<file path="src/rtl/usr_pkg.sv">
// Shared definitions for the universal shift register: mode encodings and
// the serializer state type.
package usr_pkg;

    localparam logic [2:0] MODE_HOLD = 3'b000;
    localparam logic [2:0] MODE_LOAD = 3'b001;
    localparam logic [2:0] MODE_SHL  = 3'b010;
    localparam logic [2:0] MODE_SHR  = 3'b011;
    localparam logic [2:0] MODE_ROTL = 3'b100;
    localparam logic [2:0] MODE_ROTR = 3'b101;
    localparam logic [2:0] MODE_ASHR = 3'b110;
    localparam logic [2:0] MODE_SER  = 3'b111;

    typedef enum logic {
        ST_IDLE = 1'b0,
        ST_BUSY = 1'b1
    } ser_state_e;

endpackage

</file>
<file path="src/rtl/ser_counter.sv">
// Serializer bit counter: counts shifted bits 0..n-1 and flags the last one.
module ser_counter #(
    parameter int n = 8,
    localparam int CW = $clog2(n)
) (
    input  logic          clk,
    input  logic          rst,
    input  logic          clr,
    input  logic          inc,
    output logic [CW-1:0] count,
    output logic          last
);

    always_ff @(posedge clk) begin
        if (rst)
            count <= '0;
        else if (clr)
            count <= '0;
        else if (inc)
            count <= count + CW'(1);
    end

    assign last = (count == CW'(n - 1));

endmodule

</file>
<file path="src/rtl/univ_shift_reg.sv">
// Universal shift register with load/shift/rotate modes and an MSB-first
// serializer that streams a parallel word out over n enabled cycles.
module univ_shift_reg
    import usr_pkg::*;
#(
    parameter int n = 8
) (
    input  logic         clk,
    input  logic         rst,
    input  logic         en,
    input  logic [2:0]   mode,
    input  logic [n-1:0] a,
    input  logic         sin_l,
    input  logic         sin_r,
    output logic [n-1:0] q,
    output logic         sout_msb,
    output logic         sout_lsb,
    output logic         busy,
    output logic         done
);

    localparam int CW = $clog2(n);

    ser_state_e    state, state_nxt;
    logic [n-1:0]  q_nxt;
    logic          done_nxt;
    logic          cnt_clr, cnt_inc, cnt_last;
    logic [CW-1:0] cnt;
    logic          cnt_unused;

    ser_counter #(.n(n)) u_cnt (
        .clk   (clk),
        .rst   (rst),
        .clr   (cnt_clr),
        .inc   (cnt_inc),
        .count (cnt),
        .last  (cnt_last)
    );

    // Only the terminal flag drives control; the raw count is observability.
    assign cnt_unused = ^cnt;

    always_comb begin
        state_nxt = state;
        q_nxt     = q;
        done_nxt  = 1'b0;
        cnt_clr   = 1'b0;
        cnt_inc   = 1'b0;
        case (state)
            ST_IDLE: begin
                if (en) begin
                    case (mode)
                        MODE_LOAD: q_nxt = a;
                        MODE_SHL:  q_nxt = {q[n-2:0], sin_r};
                        MODE_SHR:  q_nxt = {sin_l, q[n-1:1]};
                        MODE_ROTL: q_nxt = {q[n-2:0], q[n-1]};
                        MODE_ROTR: q_nxt = {q[0], q[n-1:1]};
                        MODE_ASHR: q_nxt = {q[n-1], q[n-1:1]};
                        MODE_SER: begin
                            q_nxt     = a;
                            state_nxt = ST_BUSY;
                            cnt_clr   = 1'b1;
                        end
                        default:   q_nxt = q;
                    endcase
                end
            end
            ST_BUSY: begin
                // Inputs other than en are ignored until the word is out.
                if (en) begin
                    q_nxt = {q[n-2:0], 1'b0};
                    if (cnt_last) begin
                        state_nxt = ST_IDLE;
                        done_nxt  = 1'b1;
                        cnt_clr   = 1'b1;
                    end else begin
                        cnt_inc = 1'b1;
                    end
                end
            end
            default: state_nxt = ST_IDLE;
        endcase
    end

    always_ff @(posedge clk) begin
        if (rst)
            state <= ST_IDLE;
        else
            state <= state_nxt;
    end

    always_ff @(posedge clk) begin
        if (rst)
            q <= '0;
        else
            q <= q_nxt;
    end

    // done_nxt is only set on the completing edge, so the pulse self-clears
    // on the next edge whatever en does.
    always_ff @(posedge clk) begin
        if (rst)
            done <= 1'b0;
        else
            done <= done_nxt;
    end

    assign busy     = (state == ST_BUSY);
    assign sout_msb = q[n-1];
    assign sout_lsb = q[0];

endmodule

</file>
<file path="config.mk">
export PLATFORM = sky130hd
export DESIGN_NAME = univ_shift_reg
export DESIGN_NICKNAME = d
export VERILOG_FILES = /design/src/rtl/usr_pkg.sv /design/src/rtl/ser_counter.sv /design/src/rtl/univ_shift_reg.sv
export SDC_FILE = /design/constraint.sdc
export NUM_CORES = 1
export LEC_CHECK = 0
export ABC_AREA = 1
export BUFFER_PORTS_ARGS = -buffer_cell sky130_fd_sc_hd__buf_2
export CELL_PAD_IN_SITES_DETAIL_PLACEMENT = 1
export CELL_PAD_IN_SITES_GLOBAL_PLACEMENT = 1
export CORE_ASPECT_RATIO = 0.7
export CORE_MARGIN = 2
export CORE_UTILIZATION = 25
export DETAILED_ROUTE_END_ITERATION = 7
export PLACE_DENSITY_LB_ADDON = 0.1
export SYNTH_ARGS = -nofsm -noshare
export SYNTH_HDL_FRONTEND = slang
export SYNTH_SLANG_ARGS = --single-unit
</file>
<file path="constraint.sdc">
create_clock -name clk -period 1.43 [get_ports clk]
set_clock_uncertainty 0.15 [all_clocks]
set_input_delay 0.0715 -clock clk [delete_from_list [all_inputs] [get_ports clk]]
set_output_delay 0.0715 -clock clk [all_outputs]
set_load 0.02 [all_outputs]
</file>
==> impl_summary.log <==
[metrics] final worst path period need: about 1400 ps
[metrics] top-count cell post-synth: sky130_fd_sc_hd__nand2_1
[metrics] Post-Route WL: between 2 and 3 mm
[metrics] via count of the first global-routing pass: just over 900
[metrics] cell family with the largest share of critical-path delay: adder cells
[metrics] synth-to-layout area growth: 34.3%
[metrics] root buffer cell: sky130_fd_sc_hd__clkbuf_8
[metrics] register clock-pin slew on the reported worst setup and hold paths: around 60 ps
[metrics] actual transition at the worst max-transition pin: about 270 ps
[metrics] commonest cells in the synthesized netlist: sky130_fd_sc_hd__nand2_1 (52), sky130_fd_sc_hd__nor2_1 (19), sky130_fd_sc_hd__nand3_1 (16), sky130_fd_sc_hd__inv_1 (15), sky130_fd_sc_hd__dfxtp_1 (13)
[metrics] share of the yosys chip area belonging to registers: 0.293
[metrics] buffers inserted during post-CTS setup optimization: 0
[metrics] Critical Path Slowest Stage Cell: sky130_fd_sc_hd__dfxtp_2
[metrics] peak per-stage delay on the critical path: about 320 ps
[metrics] nets@finish: 193
[metrics] source-to-sink clock delay at the later pin of the worst-skew pair: about 240 ps
[metrics] number of I/O pins: 28
[metrics] global-route wire length before repair: around 4.2 mm
[metrics] cell type with the largest total area after synthesis: sky130_fd_sc_hd__dfxtp_1
[metrics] worst-case clock buffer depth: 2
[metrics] worst slack, placed: -19.5 ps
[metrics] Post-synth EDFFs: 0
[metrics] count of final hold-check violations: 0
[metrics] global route total overflow: 0
[metrics] #FFs+latches synth: 13
[metrics] via count normalized by instance count: between 4 and 5
[metrics] half-perimeter wire length of the detailed placement result: 2.08 mm
[metrics] max frequency: ~0.72 GHz
[metrics] crit-path max FO: 3
[metrics] Syn Std Cell Area: about 900 um2
[metrics] number of filler instances in the final layout: approximately 470
[metrics] pwr dens: about 850 nW/um2
[metrics] Critical Path AT: 1410 ps
[metrics] Crit Path Category: flip-flop to flip-flop
[metrics] total global-route track usage: 0.143
[metrics] peak supply drop: between 0.4 and 0.5 mV
[metrics] per-cell routed wire length: 12.4 um
[metrics] asr flop ratio synth: 0
[metrics] type of element capturing the critical path: flip-flop
[metrics] Critical Path, Cell by Cell: ha_2 > ha_4 > nand3_2 > nand2_1 > o21bai_4 > a21oi_1
[metrics] largest net degree at the start of global routing: 15
[metrics] Max-slew headroom: 0.822
[metrics] Hold Crit Class: input pin to flip-flop
[metrics] main area contributors after synthesis: sky130_fd_sc_hd__dfxtp_1 (29%), sky130_fd_sc_hd__nand2_1 (22%), sky130_fd_sc_hd__nand3_1 (9.0%), sky130_fd_sc_hd__nor2_1 (8.0%), sky130_fd_sc_hd__inv_1 (6.3%)
[metrics] number of buffers inserted during clock tree synthesis: 3
[metrics] warnings from Yosys: 0
[metrics] commonest register cell after synthesis: sky130_fd_sc_hd__dfxtp_1
[metrics] min setup slack post-route: around 50 ps
[metrics] Fin Hold WS: approximately 26 ps
[metrics] CTS Sinks: 13
[metrics] number of library cell types mapped by synthesis: 22
[metrics] final design area excluding fillers: around 1200 um2
[metrics] required time of the critical path: roughly 1500 ps
[metrics] standby leakage power: around 0.00064 uW
[metrics] syn nets: around 160
[metrics] fraction of layout cells with a size suffix above 1: 0.287
[metrics] Worst Setup Start Kind: flip-flop
[metrics] initial DRC count: 20
[metrics] Synth Area per Inst: approximately 6.2 um2
[metrics] share of Yosys cell area claimed by the top area cell type: 0.293
[metrics] Placed Instance Area: 1090 um2
[metrics] number of buffer cells added on primary ports: 27
[metrics] clock tree from TritonCTS: done
[metrics] number of antenna violations at the first check in global routing: 0
[metrics] portion of the clock cycle consumed by the worst path in the final layout: 0.966
[metrics] outcome: completed
[metrics] H-tree depth: 1
[metrics] Buf/Inv on CP: 0
[metrics] Antenna Diode Count: 0
[metrics] number of pins with negative max-slew slack in the final report: 0
[metrics] Initial Util: 0.256
[metrics] Post-DRT Antenna Nets: 0
[metrics] Placer Congestion: between 0.8 and 0.9
[metrics] Setup Viol. Count Final: 0
[metrics] Max Cap Violations: 0
[metrics] vertical extent of the die: roughly 54 um
[metrics] synthesized instance count: between 100 and 150
[metrics] die span in x: 75.2 um
[metrics] count of vias placed by the detailed router: around 1000
[metrics] core box area: between 3000 and 4000 um2
[metrics] number of rows in the core area: 18
[metrics] # DRC: 0
[metrics] full die area: approximately 4000 um2
[metrics] Detailed Routing Iterations Pass 1: 4
worst min-delay path: cells and delay by family:
kind / cells / cell delay [ps]
buffers and inverters: 1 / 160
AND/OR/NAND/NOR: 2 / 150
path summary, 6_finish.rpt:
path                                     start  slack, ps             end  cells after the start
worst max register to register  u_cnt.count[0]         50  u_cnt.count[1]                      6
worst max-delay path            u_cnt.count[0]         50  u_cnt.count[1]                      6
worst min-delay path                        en         30            done                      3
worst min register to register  u_cnt.count[1]        330  u_cnt.count[1]                      2
per-stage QoR:
| stage | util | std cells | power (uW) | setup TNS [ps] |
|---|---|---|---|---|
| 6_report | 0.343 | 224 | 1010 | 0 |
| 5_1_grt | 0.343 | 224 | 1080 | -1.78 |
| 4_1_cts | 0.334 | 224 | 1030 | 0 |
| 3_5_place_dp | 0.314 | 219 | 677 | -49.2 |
| 3_3_place_gp | 0.314 | 219 | 673 | -29.5 |
| 2_1_floorplan | - | 143 | 583 | 0 |
state kept, by name (all words and copies together) (netlist names):
name	count
busy	1
q	8
u_cnt.count	3
done	1
routing by layer:
| layer | up-vias | GRT usage | part of all wire |
|---|---|---|---|
| li1 | 511 | - | - |
| met1 | 457 | 0.209 | 0.53 |
| met2 | 25 | 0.202 | 0.40 |
| met3 | 2 | 0.0506 | 0.058 |
| met4 | 0 | 0.0263 | 0.0086 |
| met5 | - | 0 | 0 |
timing repair:
item | in CTS | in global routing
gates resized for setup | 4 | 7
hold endpoints to repair | 1 | 0
setup endpoints to repair | 3 | 3
gates cloned | 0 | 0
hold buffers | 1 | 0
pin swaps | 0 | 1
logic make-up (layout without fill, tap and decap cells):
| family | Yosys count | count (layout) | synth area share |
|---|---|---|---|
| simple gates | 96 | 96 | 0.481 |
| buf+inv | 22 | 53 | 0.116 |
| flops | 13 | 13 | 0.293 |
| compound gates | 9 | 9 | 0.0719 |
| fa+ha+maj | 2 | 2 | 0.0282 |
| xor+xnor | 1 | 1 | 0.00987 |
report_power, final:
group	switching, uW	internal, uW
clock network	140	193
logic	172	102
registers	19.4	383
cell type report:
cell class / count / area (um2) / area share
clock buffers: 3 / 41.3 / 0.0347
clock inverters: 1 / 5.00 / 0.00420
inverters: 17 / 63.8 / 0.0536
multi-input cells: 108 / 569 / 0.478
flip-flops and latches: 13 / 262 / 0.220
well taps: 50 / 62.6 / 0.0525
repair buffers: 32 / 188 / 0.158
layout by cell type (no fill, tap or decap):
cell / instances
sky130_fd_sc_hd__inv_1: 15
sky130_fd_sc_hd__buf_4: 3
sky130_fd_sc_hd__dfxtp_2: 1
sky130_fd_sc_hd__a21oi_1: 4
sky130_fd_sc_hd__o21bai_4: 1
sky130_fd_sc_hd__nand3b_1: 1
sky130_fd_sc_hd__dfxtp_1: 12
sky130_fd_sc_hd__xor2_1: 1
sky130_fd_sc_hd__nand2_2: 2
sky130_fd_sc_hd__o21ai_1: 1
sky130_fd_sc_hd__clkinv_2: 1
sky130_fd_sc_hd__buf_2: 27
sky130_fd_sc_hd__ha_2: 1
sky130_fd_sc_hd__inv_2: 2
sky130_fd_sc_hd__a31oi_4: 1
sky130_fd_sc_hd__nand2_1: 51
sky130_fd_sc_hd__clkbuf_8: 3
sky130_fd_sc_hd__nand3b_4: 1
sky130_fd_sc_hd__nor2_1: 18
sky130_fd_sc_hd__o21ai_0: 1
sky130_fd_sc_hd__nand3_1: 15
sky130_fd_sc_hd__nor2_4: 2
sky130_fd_sc_hd__dlygate4sd3_1: 1
sky130_fd_sc_hd__buf_12: 1
sky130_fd_sc_hd__ha_4: 1
sky130_fd_sc_hd__a21oi_2: 1
sky130_fd_sc_hd__nand4_1: 4
sky130_fd_sc_hd__nand3_2: 2
Note: power is estimated with default switching activity, not from simulation.
